$ cat src/rtl/fetch_queue.sv
// Instruction prefetch queue: fetches RV-bit words, splits them into 16-bit
// halfwords, and presents the head halfword with its PC and fault flag.
module fetch_queue #(
    parameter int unsigned RV    = 32,
    parameter int unsigned VA    = RV,
    parameter int unsigned DEPTH = 4
) (
    input  logic                clk,
    input  logic                reset,
    input  logic                redirect,
    input  logic [VA-1:1]       redirect_pc,
    input  logic                consume,
    output logic [15:0]         ins,
    output logic [VA-1:1]       ins_pc,
    output logic                ins_fault,
    output logic                iready,
    output logic                mem_req,
    output logic [VA-1:RV/16]   mem_addr,
    input  logic                mem_done,
    input  logic [RV-1:0]       mem_data,
    input  logic                mem_fault
);

    localparam int unsigned HW = RV / 16;
    localparam int unsigned PW = $clog2(DEPTH);
    localparam int unsigned CW = $clog2(DEPTH + 1);
    localparam int unsigned WW = VA - HW;
    localparam int unsigned SW = (HW > 1) ? $clog2(HW) : 1;

    typedef enum logic [1:0] {
        IDLE    = 2'd0,
        BUSY    = 2'd1,
        DRAIN   = 2'd2,
        FAULTED = 2'd3
    } state_t;

    state_t          state_q;
    state_t          state_d;

    logic [15:0]     q_data  [DEPTH];
    logic            q_fault [DEPTH];
    logic [PW-1:0]   head_q;
    logic [PW-1:0]   tail_q;
    logic [CW-1:0]   count_q;
    logic [CW-1:0]   count_d;
    logic [VA-1:1]   head_pc_q;
    logic [WW-1:0]   wptr_q;
    logic [SW-1:0]   skip_q;

    logic            issue;
    logic            enq;
    logic            pop;
    logic            free_ok;
    logic [CW-1:0]   written;
    logic [SW-1:0]   skip_rd;

    // Head entry drives the decode-facing outputs directly from storage.
    assign ins       = q_data[head_q];
    assign ins_fault = q_fault[head_q];
    assign ins_pc    = head_pc_q;

    assign free_ok = (CW'(DEPTH) - count_q) >= CW'(HW);
    assign written = CW'(HW) - CW'(skip_q);
    assign pop     = iready & consume & ~redirect;
    assign skip_rd = (HW > 1) ? SW'(redirect_pc[SW:1]) : SW'(0);

    // Request state register.
    always_ff @(posedge clk or posedge reset) begin
        if (reset) begin
            state_q <= IDLE;
        end else begin
            state_q <= state_d;
        end
    end

    // Next-state logic; issue and enqueue strobes derived alongside.
    always_comb begin
        state_d = state_q;
        issue   = 1'b0;
        enq     = 1'b0;
        case (state_q)
            IDLE: begin
                if (!redirect && free_ok) begin
                    state_d = BUSY;
                    issue   = 1'b1;
                end
            end
            BUSY: begin
                if (mem_done) begin
                    if (redirect) begin
                        state_d = IDLE;
                    end else begin
                        enq     = 1'b1;
                        state_d = mem_fault ? FAULTED : IDLE;
                    end
                end else if (redirect) begin
                    state_d = DRAIN;
                end
            end
            DRAIN: begin
                if (mem_done) begin
                    state_d = IDLE;
                end
            end
            FAULTED: begin
                if (redirect) begin
                    state_d = IDLE;
                end
            end
            default: state_d = IDLE;
        endcase
    end

    // Occupancy after this cycle's redirect, enqueue and pop.
    always_comb begin
        count_d = count_q;
        if (redirect) begin
            count_d = '0;
        end else begin
            count_d = count_q + (enq ? written : CW'(0)) - CW'(pop);
        end
    end

    // Queue storage, pointers, fetch pointer and registered bus outputs.
    always_ff @(posedge clk or posedge reset) begin
        if (reset) begin
            for (int i = 0; i < DEPTH; i++) begin
                q_data[i]  <= '0;
                q_fault[i] <= 1'b0;
            end
            head_q    <= '0;
            tail_q    <= '0;
            count_q   <= '0;
            head_pc_q <= '0;
            wptr_q    <= '0;
            skip_q    <= '0;
            iready    <= 1'b0;
            mem_req   <= 1'b0;
            mem_addr  <= '0;
        end else begin
            if (redirect) begin
                tail_q    <= head_q;
                head_pc_q <= redirect_pc;
                wptr_q    <= redirect_pc[VA-1:HW];
                skip_q    <= skip_rd;
            end else begin
                if (enq) begin
                    for (int i = 0; i < HW; i++) begin
                        if (i >= int'(skip_q)) begin
                            q_data[tail_q + PW'(i) - PW'(skip_q)]  <= mem_data[16*i +: 16];
                            q_fault[tail_q + PW'(i) - PW'(skip_q)] <= mem_fault;
                        end
                    end
                    tail_q <= tail_q + PW'(written);
                    wptr_q <= wptr_q + WW'(1);
                    skip_q <= '0;
                end
                if (pop) begin
                    head_q    <= head_q + PW'(1);
                    head_pc_q <= head_pc_q + (VA-1)'(1);
                end
            end
            count_q <= count_d;
            iready  <= (count_d != '0);
            if (issue) begin
                mem_addr <= wptr_q;
            end
            mem_req <= (state_d == BUSY) || (state_d == DRAIN);
        end
    end

endmodule
$ cat config.mk
export PLATFORM = sky130hd
export DESIGN_NAME = fetch_queue
export DESIGN_NICKNAME = d
export VERILOG_FILES = /design/src/rtl/fetch_queue.sv
export SDC_FILE = /design/constraint.sdc
export NUM_CORES = 1
export LEC_CHECK = 0
export ABC_CLOCK_PERIOD_IN_PS = 11800
export CORE_MARGIN = 1
export CORE_UTILIZATION = 25
export DETAILED_ROUTE_END_ITERATION = 10
export GPL_ROUTABILITY_DRIVEN = 0
export GPL_TIMING_DRIVEN = 0
export HOLD_SLACK_MARGIN = 0.12
export MAX_ROUTING_LAYER = met4
export PLACE_DENSITY_LB_ADDON = 0.12
export SLEW_MARGIN = 20
export SYNTH_ARGS = -nofsm -noshare
export SYNTH_HDL_FRONTEND = slang
export SYNTH_SLANG_ARGS = --single-unit
$ cat constraint.sdc
create_clock -name clk -period 11.8 [get_ports clk]
set_input_delay 2.36 -clock clk [delete_from_list [all_inputs] [get_ports clk]]
set_output_delay 2.36 -clock clk [all_outputs]
set_load 0.02 [all_outputs]
==> impl_metrics.csv <==
group,metric,value,unit
outcome,run_status,"finished, final reports clean",
synth,syn_avg_cell_area,11.5,sq um
worst_setup_path,cp_max_fo,10,
final_layout,layout-drive-gt1-share,20.8,%
sta,max_freq,0.186,GHz
synth,yosysSeqAreaShare,46.4,%
route,drc,0,
final_layout,fin_nets,1052,
synth,synth_area,9210,sq um
clocking,clock_latency,0.44,ns
sta,min_period,5.39,ns
floorplanning,rows,69,
route,vias,7182,
clocking,cts_buffers,17,
worst_setup_path,reg2reg_to,"iready",
clocking,cts_resized,0,
clocking,ctsHtreeMaxLevel,4,
worst_setup_path,arrival,3.03,ns
route,first_iter_violations,346,
final_layout,area_growth,29.1,%
grt,grt_pass1_wl,46.8,mm
grt,grt_pass1_vias,7380,
synth,ys_types,64,
synth,ys.flop_type,"dfrtp_1",
route,drt-total-wl,30.2,mm
route,wl_per_cell,20.9,microns
synth,synth_top_area_share,46.4,%
clocking,cts.path.max_buffers,2,
synth,ys.warnings.count,0,
sta,drv_slew,0,
placement,dpl.hpwl,21.9,mm
floorplanning,chipHeight,194,microns
synth,synth.area.top_cells,"dfrtp_1 (46%), mux2_2 (16%), mux4_2 (4.2%)",
worst_setup_path,crit_type,"reg2out",
grt,grt_max_degree,70,
grt,antenna_found_initial,2,
worst_setup_path,regToRegStartpoint,"state_q[1]",
floorplanning,start_util,25.7,%
floorplanning,io_pins,149,
synth,synth_edf_count,0,
synth,synthArstFlopShare,100,%
sta,hold_viol,0,
synth,ys_seq_elements,171,
sta,rsz0062_at_grt,"no",
clocking,clkTransAtPathRegs,0.07,ns
synth,netlist_instances,803,
clocking,cts_tree,"done",
worst_setup_path,crit_required,9.44,ns
floorplanning,die_x,194,microns
route,via_per_inst,4.96,
route,first_pass_iters,5,
worst_setup_path,cp-end-kind,"output port",
power,ir_drop,0.117,mV
synth,syn-num-nets,883,
sta,max_slew_margin,38.8,%
worst_setup_path,worstRegToRegCells,12,
sta,holdWs,0.493,ns
floorplanning,die_area,37600,sq um
worst_setup_path,r2r_setup_slack,8.57,ns
clocking,post_cts_buffers,0,
sta,setup_viol,0,
hold_path,min_from,"q_data[59]",
final_layout,fillers,3661,
power,leakagePower,4.64,nW
clocking,clockRootBuffer,"clkbuf_16",
route,ant_nets,0,
sta,fin_tns_setup,0,ns
power,power_density,228,nW/um^2
floorplanning,core,35900,sq um
placement,io_buffers,148,
sta,tightest_slew,0.916,ns
hold_path,min_delay_path_depth,1,
clocking,cts_sinks,171,
sta,timing.final.crit_share,45.6,%
worst_setup_path,start_kind,"flop",
grt,grt_use_total,16.9,%
run,drv_cap,0,
synth,yosys.area.top_type,"dfrtp_1",
hold_path,hold_path.class,"reg2reg",
clocking,ctsHoldBuffers,0,
sta,clock-skew-final,0.0156,ns
hold_path,hold_end,"q_data[59]",
grt,grt-ovfl-total,0,
[cell usage after synthesis, types with 12 or more instances]
cell type	number
a211oi_1	15
a21oi_1	13
a22o_1	16
a22oi_1	18
and3_1	12
and4_1	22
buf_2	12
clkbuf_1	23
dfrtp_1	171
inv_1	17
mux2_2	127
mux4_2	17
nand2_1	36
nand3_1	15
nand4_1	16
nor2_1	45
nor2b_1	16
nor3_1	22
nor4_1	14
o21ai_0	13
o2bb2ai_1	16
xnor2_1	12
xor2_1	18
[layout make-up]
class                   instances  area (sq um)  area share [%]
well taps                     461           577            4.85
clock buffers                  20           437            3.67
plain buffers                  46           200            1.68
repair buffers                150          1540            12.9
flip-flops and latches        171          4280            36.0
multi-input cells             568          4670            39.2
clock inverters                12           118           0.989
inverters                      18          75.1           0.631
diodes                          2          5.00          0.0421
[report_power, final]
part	internal [mW]	switching, mW
logic	0.631	0.610
registers	0.779	0.134
clock network	0.293	0.260
total	1.70	1.00
[critical path, stage by stage (launching register included)]
cell and delay [ns]:
dfrtp_1 0.38, buf_1 0.61, clkbuf_1 0.63, mux4_2 0.42, clkdlybuf4s50_1 0.56
[metal layers]
| layer | up-vias | share of wire, % | global-route usage [%] |
|---|---|---|---|
| met4 | 0 | 1.5 | 4.23 |
| li1 | 3409 | - | - |
| met1 | 3598 | 46 | 21.8 |
| met3 | 21 | 3.8 | 3.06 |
| met5 | - | 0 | - |
| met2 | 154 | 48 | 27.3 |
[flip-flops by register name, indices dropped and copies added (netlist names)]
| register | cells |
|---|---|
| q_data | 64 |
| ins_pc | 31 |
| mem_addr | 30 |
| wptr_q | 30 |
| q_fault | 4 |
| count_q | 3 |
| head_q | 2 |
| state_q | 2 |
| tail_q | 2 |
| iready | 1 |
| mem_req | 1 |
| skip_q | 1 |
[cells by family (layout without fill, tap and decap cells)]
family	Yosys count	after routing	share of synthesized area [%]
xor+xnor	30	30	2.85
fa+ha+maj	11	11	1.58
compound gates	136	136	11.2
flops	171	171	46.4
other cells	0	2	0
simple gates	244	244	15.0
mux	147	147	20.0
buf+inv	64	246	2.91
[how the worst max path moves through the flow]
stage	startpoint	to	slack [ns]	cells after the start
3_5_place_dp	redirect	iready	6.07	12
6_report	head_q[0]	ins[9]	6.41	4
5_1_grt	head_q[0]	ins[9]	6.24	4
2_1_floorplan	reset	count_q[0]	4.81	1
4_1_cts	head_q[0]	ins[11]	6.32	4
3_3_place_gp	reset	mem_addr[14]	1.62	2
[layout by cell type, fill, tap and decap left out, types with 14 or more instances in the layout]
cell	instances
dfrtp_1	171
clkdlybuf4s50_1	148
mux2_2	127
nor2_1	45
nand2_1	36
clkbuf_1	26
nor3_1	22
and4_1	22
a22oi_1	18
xor2_1	18
mux4_2	17
clkbuf_16	17
nor2b_1	16
inv_1	16
o2bb2ai_1	16
nand4_1	16
a22o_1	16
nand3_1	15
a211oi_1	15
nor4_1	14
[metrics by stage]
step / util (%) / instance area (sq um) / setup slack (ns) / power (mW) / instances
after detailed placement: 31.6 / 11300 / 6.07 / 2.19 / 1414
after floorplan: - / 9210 / 4.81 / 1.69 / 803
final: 33.1 / 11900 / 6.41 / 2.71 / 1448
after CTS: 33.1 / 11900 / 6.32 / 2.75 / 1446
after global routing: 33.1 / 11900 / 6.24 / 2.87 / 1448
after global placement: 31.4 / 11300 / 1.62 / 2.18 / 1412
Note: power is estimated with default switching activity, not from simulation.
